<file path="src/rtl/sr_pkg.sv">
// Shared definitions for the SR latch bank: resolution modes, limits and a
// popcount helper sized for the widest legal bank.
package sr_pkg;

    typedef enum logic [1:0] {
        SR_HOLD    = 2'd0,
        SR_SET_DOM = 2'd1,
        SR_RST_DOM = 2'd2,
        SR_TOGGLE  = 2'd3
    } sr_mode_e;

    localparam int SR_MAX_WIDTH = 32;
    localparam int SR_MAX_SYNC  = 3;
    localparam int SR_CNT_MAX_W = $clog2(SR_MAX_WIDTH + 1);

    function automatic logic [SR_CNT_MAX_W-1:0] popcount(input logic [SR_MAX_WIDTH-1:0] v);
        logic [SR_CNT_MAX_W-1:0] n;
        n = '0;
        for (int i = 0; i < SR_MAX_WIDTH; i++) begin
            n = n + SR_CNT_MAX_W'(v[i]);
        end
        return n;
    endfunction

endpackage

</file>
<file path="src/rtl/sr_latch_bank_if.sv">
// Request/status bundle of the SR latch bank; master drives requests,
// slave (the bank) returns stored state and status.
interface sr_latch_bank_if #(
    parameter int WIDTH = 8
);
    localparam int CNT_W = $clog2(WIDTH + 1);

    logic [WIDTH-1:0] s;
    logic [WIDTH-1:0] r;
    logic [WIDTH-1:0] en;
    logic             clr;
    logic [WIDTH-1:0] q;
    logic [WIDTH-1:0] q_n;
    logic [WIDTH-1:0] changed;
    logic             conflict;
    logic [CNT_W-1:0] count;

    modport master (
        output s, r, en, clr,
        input  q, q_n, changed, conflict, count
    );

    modport slave (
        input  s, r, en, clr,
        output q, q_n, changed, conflict, count
    );

endinterface

</file>
<file path="src/rtl/sr_cell.sv">
// One SR storage channel: next-state resolution, state flop and change pulse.
module sr_cell
    import sr_pkg::*;
#(
    parameter logic [1:0] MODE = SR_HOLD,
    parameter logic       INIT = 1'b0
) (
    input  logic clk,
    input  logic rst,
    input  logic clr,
    input  logic s,
    input  logic r,
    input  logic en,
    output logic q,
    output logic changed,
    output logic conflict_evt
);

    logic q_next;

    always_comb begin
        // NOTE: default first so every path assigns q_next and no latch is inferred.
        q_next = q;
        if (clr) begin
            q_next = 1'b0;
        end else if (en) begin
            case ({s, r})
                2'b10:   q_next = 1'b1;
                2'b01:   q_next = 1'b0;
                2'b11: begin
                    case (sr_mode_e'(MODE))
                        SR_SET_DOM: q_next = 1'b1;
                        SR_RST_DOM: q_next = 1'b0;
                        SR_TOGGLE:  q_next = ~q;
                        default:    q_next = q;
                    endcase
                end
                default: q_next = q;
            endcase
        end
    end

    // clr overrides the per-channel request, including its conflict report.
    assign conflict_evt = en & s & r & ~clr;

    always_ff @(posedge clk) begin
        if (rst) begin
            q       <= INIT;
            changed <= 1'b0;
        end else begin
            // NOTE: non-blocking, so changed compares against the pre-edge q.
            q       <= q_next;
            changed <= q_next ^ q;
        end
    end

endmodule

</file>
<file path="src/rtl/sr_latch_bank.sv">
// Bank of WIDTH clocked SR channels with optional input synchroniser,
// sticky conflict flag and a popcount of the stored state.
module sr_latch_bank
    import sr_pkg::*;
#(
    parameter int               WIDTH       = 8,
    parameter logic [1:0]       MODE        = 2'd0,
    parameter int               SYNC_STAGES = 2,
    parameter logic [WIDTH-1:0] INIT        = {WIDTH{1'b0}}
) (
    input logic            clk,
    input logic            rst,
    sr_latch_bank_if.slave bus
);

    localparam int CNT_W = $clog2(WIDTH + 1);

    logic [WIDTH-1:0] ss;
    logic [WIDTH-1:0] rr;
    logic [WIDTH-1:0] ee;
    logic [WIDTH-1:0] q_int;
    logic [WIDTH-1:0] chg_int;
    logic [WIDTH-1:0] evt;
    logic             conflict_q;

    if (SYNC_STAGES < 0 || SYNC_STAGES > SR_MAX_SYNC) begin : g_bad_sync
        $error("sr_latch_bank: SYNC_STAGES must be in 0..3");
    end

    if (WIDTH < 1 || WIDTH > SR_MAX_WIDTH) begin : g_bad_width
        $error("sr_latch_bank: WIDTH must be in 1..32");
    end

    if (SYNC_STAGES == 0) begin : g_nosync
        assign ss = bus.s;
        assign rr = bus.r;
        assign ee = bus.en;
    end else begin : g_sync
        logic [WIDTH-1:0] s_st [SYNC_STAGES];
        logic [WIDTH-1:0] r_st [SYNC_STAGES];
        logic [WIDTH-1:0] e_st [SYNC_STAGES];

        always_ff @(posedge clk) begin
            if (rst) begin
                // NOTE: these arrays are discrete flops, not RAM, so they take the reset.
                for (int k = 0; k < SYNC_STAGES; k++) begin
                    s_st[k] <= '0;
                    r_st[k] <= '0;
                    e_st[k] <= '0;
                end
            end else begin
                s_st[0] <= bus.s;
                r_st[0] <= bus.r;
                e_st[0] <= bus.en;
                for (int k = 1; k < SYNC_STAGES; k++) begin
                    s_st[k] <= s_st[k-1];
                    r_st[k] <= r_st[k-1];
                    e_st[k] <= e_st[k-1];
                end
            end
        end

        assign ss = s_st[SYNC_STAGES-1];
        assign rr = r_st[SYNC_STAGES-1];
        assign ee = e_st[SYNC_STAGES-1];
    end

    for (genvar i = 0; i < WIDTH; i++) begin : g_cell
        sr_cell #(
            .MODE (MODE),
            .INIT (INIT[i])
        ) u_cell (
            .clk          (clk),
            .rst          (rst),
            .clr          (bus.clr),
            .s            (ss[i]),
            .r            (rr[i]),
            .en           (ee[i]),
            .q            (q_int[i]),
            .changed      (chg_int[i]),
            .conflict_evt (evt[i])
        );
    end

    // Sticky: only rst clears it, clr deliberately leaves it alone.
    always_ff @(posedge clk) begin
        if (rst) begin
            conflict_q <= 1'b0;
        end else if (|evt) begin
            conflict_q <= 1'b1;
        end
    end

    assign bus.q        = q_int;
    assign bus.q_n      = ~q_int;
    assign bus.changed  = chg_int;
    assign bus.conflict = conflict_q;
    assign bus.count    = CNT_W'(popcount(SR_MAX_WIDTH'(q_int)));

endmodule

</file>
<file path="src/flat_wrapper.sv">
// flat-port wrapper written by rule: the top's interface ports become plain ports
module sr_latch_bank_flat import sr_pkg::*;
#(
    parameter int               WIDTH       = 8,
    parameter logic [1:0]       MODE        = 2'd0,
    parameter int               SYNC_STAGES = 2,
    parameter logic [WIDTH-1:0] INIT        = {WIDTH{1'b0}}
)
  (clk, rst, bus_s, bus_r, bus_en, bus_clr, bus_q, bus_q_n, bus_changed, bus_conflict, bus_count);
  sr_latch_bank_if #(.WIDTH(WIDTH)) bus_i ();
  input logic clk;
  input logic rst;
  input wire logic [$bits(bus_i.s)-1:0] bus_s;
  input wire logic [$bits(bus_i.r)-1:0] bus_r;
  input wire logic [$bits(bus_i.en)-1:0] bus_en;
  input wire logic [$bits(bus_i.clr)-1:0] bus_clr;
  output wire logic [$bits(bus_i.q)-1:0] bus_q;
  output wire logic [$bits(bus_i.q_n)-1:0] bus_q_n;
  output wire logic [$bits(bus_i.changed)-1:0] bus_changed;
  output wire logic [$bits(bus_i.conflict)-1:0] bus_conflict;
  output wire logic [$bits(bus_i.count)-1:0] bus_count;
  assign bus_i.s = bus_s;
  assign bus_i.r = bus_r;
  assign bus_i.en = bus_en;
  assign bus_i.clr = bus_clr;
  assign bus_q = bus_i.q;
  assign bus_q_n = bus_i.q_n;
  assign bus_changed = bus_i.changed;
  assign bus_conflict = bus_i.conflict;
  assign bus_count = bus_i.count;
  sr_latch_bank #(.WIDTH(WIDTH), .MODE(MODE), .SYNC_STAGES(SYNC_STAGES), .INIT(INIT)) u_core (.clk(clk), .rst(rst), .bus(bus_i));
endmodule
</file>
<file path="config.mk">
export PLATFORM = sky130hd
export DESIGN_NAME = sr_latch_bank_flat
export DESIGN_NICKNAME = d
export VERILOG_FILES = /design/src/rtl/sr_pkg.sv /design/src/rtl/sr_latch_bank_if.sv /design/src/rtl/sr_cell.sv /design/src/rtl/sr_latch_bank.sv /design/src/flat_wrapper.sv
export SDC_FILE = /design/constraint.sdc
export NUM_CORES = 1
export LEC_CHECK = 0
export CAP_MARGIN = 20
export CORE_AREA = 2 2 78 80
export CTS_BUF_LIST = sky130_fd_sc_hd__clkbuf_16
export DETAILED_ROUTE_END_ITERATION = 6
export DIE_AREA = 0 0 80 82
export PLACE_DENSITY = 0.72
export SLEW_MARGIN = 20
export SYNTH_ARGS = -nofsm -noshare
export SYNTH_HDL_FRONTEND = slang
export SYNTH_SLANG_ARGS = --single-unit
</file>
<file path="constraint.sdc">
create_clock -name clk -period 6.1 [get_ports clk]
set_input_delay 1.22 -clock clk [delete_from_list [all_inputs] [get_ports clk]]
set_output_delay 1.22 -clock clk [all_outputs]
set_load 0.01 [all_outputs]
</file>
==> results.json <==
{
  "clk_pin_slew_ns": 0.05,
  "clk_latency_ns": 0.32,
  "netlist_area_um2": 2530,
  "holdWs_ns": 0.433,
  "critical_path_class": "register to output pin",
  "worstMarginPinSlew_ns": 0.940,
  "critical_path_required_ns": 4.88,
  "finalCritPeriodShare_pct": 76.9,
  "synth_warnings": 0,
  "die_y_um": 82,
  "via_per_inst": 4.33,
  "status": "finished, final reports clean",
  "cp_max_fo": 7,
  "grt_usage_pct": 13.0,
  "yosysUniqueCellTypes": 29,
  "wl_per_cell_um": 10.5,
  "cts_tree": "done",
  "clk_path_buf_depth": 2,
  "grt_max_degree": 59,
  "fin_setup_tns_ns": 0,
  "core_um2": 5750,
  "ctsResizeCount": 0,
  "postLayoutCoreUtil_pct": 57.8,
  "drive_gt1_share_pct": 5.72,
  "grt_pass1_wl_mm": 6.42,
  "dpl_cell_area_um2": 3010,
  "via_count": 1611,
  "area_delta_synth_final_pct": 31.4,
  "leakage_nw": 1.31,
  "ys_seq_area_share_pct": 51.5,
  "finalNetCount": 334,
  "cts_max_level": 3,
  "final_antenna_net_count": 0,
  "maxSlewViolCount": 0,
  "cts_root_buf": "clkbuf_16",
  "rows": 28,
  "clock_sinks": 65,
  "critPathArrivalTime_ns": 3.47,
  "hold_class": "register to register",
  "io_buffers": 55,
  "worstSetupStartpointType": "register",
  "fmax_mhz": 213,
  "wl_mm": 3.90,
  "cap_violations": 0,
  "ir_drop_uv": 175,
  "place_congestion": 0.751,
  "hold_viol": 0,
  "dp_hpwl_mm": 2.82,
  "clock_skew_ns": 0.00708,
  "rsz0062_at_grt": "false",
  "cts_inserted_buffers": 9,
  "power_mw": 1.01,
  "drt_iter0_drc": 67,
  "avgSynthCellArea_um2": 10.1,
  "postCtsHoldBufs": 0,
  "die_area_um2": 6560,
  "ys_ff_latch": 65,
  "powerDensity_nw_per_um2": 305,
  "antenna_found_initial": 0,
  "syn_inst": 250,
  "endpoint_kind": "output pin",
  "fillers": 519,
  "overflow": 0,
  "grt_pass1_vias": 1460,
  "ios": 56,
  "relSlewSlack_pct": 37.3,
  "cts_setup_buffers": 0,
  "setup_violations": 0,
  "drc": 0,
  "start_util_pct": 44.0,
  "die_w_um": 80,
  "post-route-min-period_ns": 4.69,
  "diodes": 0,
  "syn_nets": 292,
  "fin_area_um2": 3320,
  "drt_pass1_iterations": 4
}
-- through the flow --
step / worst slack [ns] / std cells
after floorplan: 2.29 / 250
after global placement: 1.81 / 356
after detailed placement: 1.72 / 356
after CTS: 1.37 / 372
after global routing: 1.21 / 372
final: 1.41 / 372
-- flip-flops by register name (all words and copies together) (netlist names) --
name	cells
u_core.bus.conflict	1
u_core.g_cell.u_cell.q	8
u_core.g_sync.e_st	16
u_core.g_sync.s_st	16
u_core.g_sync.r_st	16
u_core.g_cell.u_cell.changed	8
-- cell usage after synthesis --
master / number / area [um^2]
o21ai_0: 3 / 15.0
clkbuf_1: 3 / 11.3
ha_1: 11 / 138
nand2b_1: 6 / 37.5
dfxtp_1: 65 / 1300
a21oi_2: 1 / 8.76
a41o_1: 1 / 10.0
nor2_1: 18 / 67.6
a2bb2oi_1: 2 / 17.5
a22oi_1: 2 / 15.0
or2_1: 1 / 6.26
nor2b_1: 51 / 319
o21ai_1: 3 / 15.0
xnor2_1: 1 / 8.76
and3_1: 4 / 25.0
nand3b_1: 2 / 15.0
or3_1: 2 / 12.5
mux2i_1: 6 / 60.1
o21a_1: 1 / 7.51
buf_2: 5 / 25.0
nand2_1: 2 / 7.51
nand2b_4: 1 / 13.8
buf_4: 16 / 120
or4b_4: 1 / 13.8
fa_1: 4 / 80.1
inv_1: 23 / 86.3
a31oi_1: 4 / 25.0
or3b_1: 3 / 26.3
a21oi_1: 8 / 40.0
-- cells by family after synthesis --
logic type | share of synthesized area (%)
buffers and inverters | 9.60
adder cells (fa/ha/maj) | 8.61
XOR/XNOR | 0.346
multiplexers | 2.38
AND/OR/NAND/NOR | 21.5
AO/OA/AOI/OAI | 6.09
flip-flops | 51.5
-- cell type report --
cell class,count,area [um^2],area share (%)
tap,75,93.8,2.82
multi-input combinational,138,985,29.6
clock inverter,7,86.3,2.60
inverter,23,86.3,2.60
sequential,65,1300,39.2
timing repair buffer,55,546,16.4
clock buffer,9,225,6.78
-- worst max-delay path: stages, from the launching register on --
cell and delay (ns):
dfxtp_1 0.44, ha_1 0.27, inv_1 0.07, fa_1 0.42, fa_1 0.47, fa_1 0.41, fa_1 0.40, xnor2_1 0.14
clkdlybuf4s50_1 0.55
-- cell usage in the layout (no fill, tap or decap), types with 2 or more instances in the layout --
master and count:
nand2_1 2, clkdlybuf4s50_1 54, bufinv_16 2, clkinv_1 2, ha_1 11, clkbuf_16 9, or3b_1 3, a21oi_1 8
inv_1 24, nor2_1 18, clkinvlp_4 2, and3_1 4, nand2b_1 6, a2bb2oi_1 2, dfxtp_1 65, fa_1 4
mux2i_1 6, a31oi_1 4, o21ai_1 3, o21ai_0 3, a22oi_1 2, nand3b_1 2, or3_1 2, nor2b_1 51
-- final timing paths --
kind	start	to	slack, ns	cells after the start
worst max-delay path	u_core.g_cell[1].u_cell.q	bus_count[2]	1.41	8
worst min-delay path	u_core.g_sync.e_st[0][2]	u_core.g_sync.e_st[0][10]	0.43	1
worst max register to register	u_core.g_sync.r_st[0][15]	u_core.g_cell[7].u_cell.changed	4.62	5
worst min register to register	u_core.g_sync.e_st[0][2]	u_core.g_sync.e_st[0][10]	0.43	1
-- power breakdown --
part | switching (mW) | internal (mW) | total, mW
clock network | 0.171 | 0.353 | 0.524
registers | 0.00519 | 0.440 | 0.445
logic | 0.0164 | 0.0282 | 0.0447
-- routing by layer --
metal	track usage, %	up-vias	share of wire (%)
met3	5.38	4	7.1
met2	20.0	46	44
met1	15.2	698	48
li1	-	863	-
met4	7.63	0	1.4
met5	0	-	0
Power figures use the tool's default switching activity.
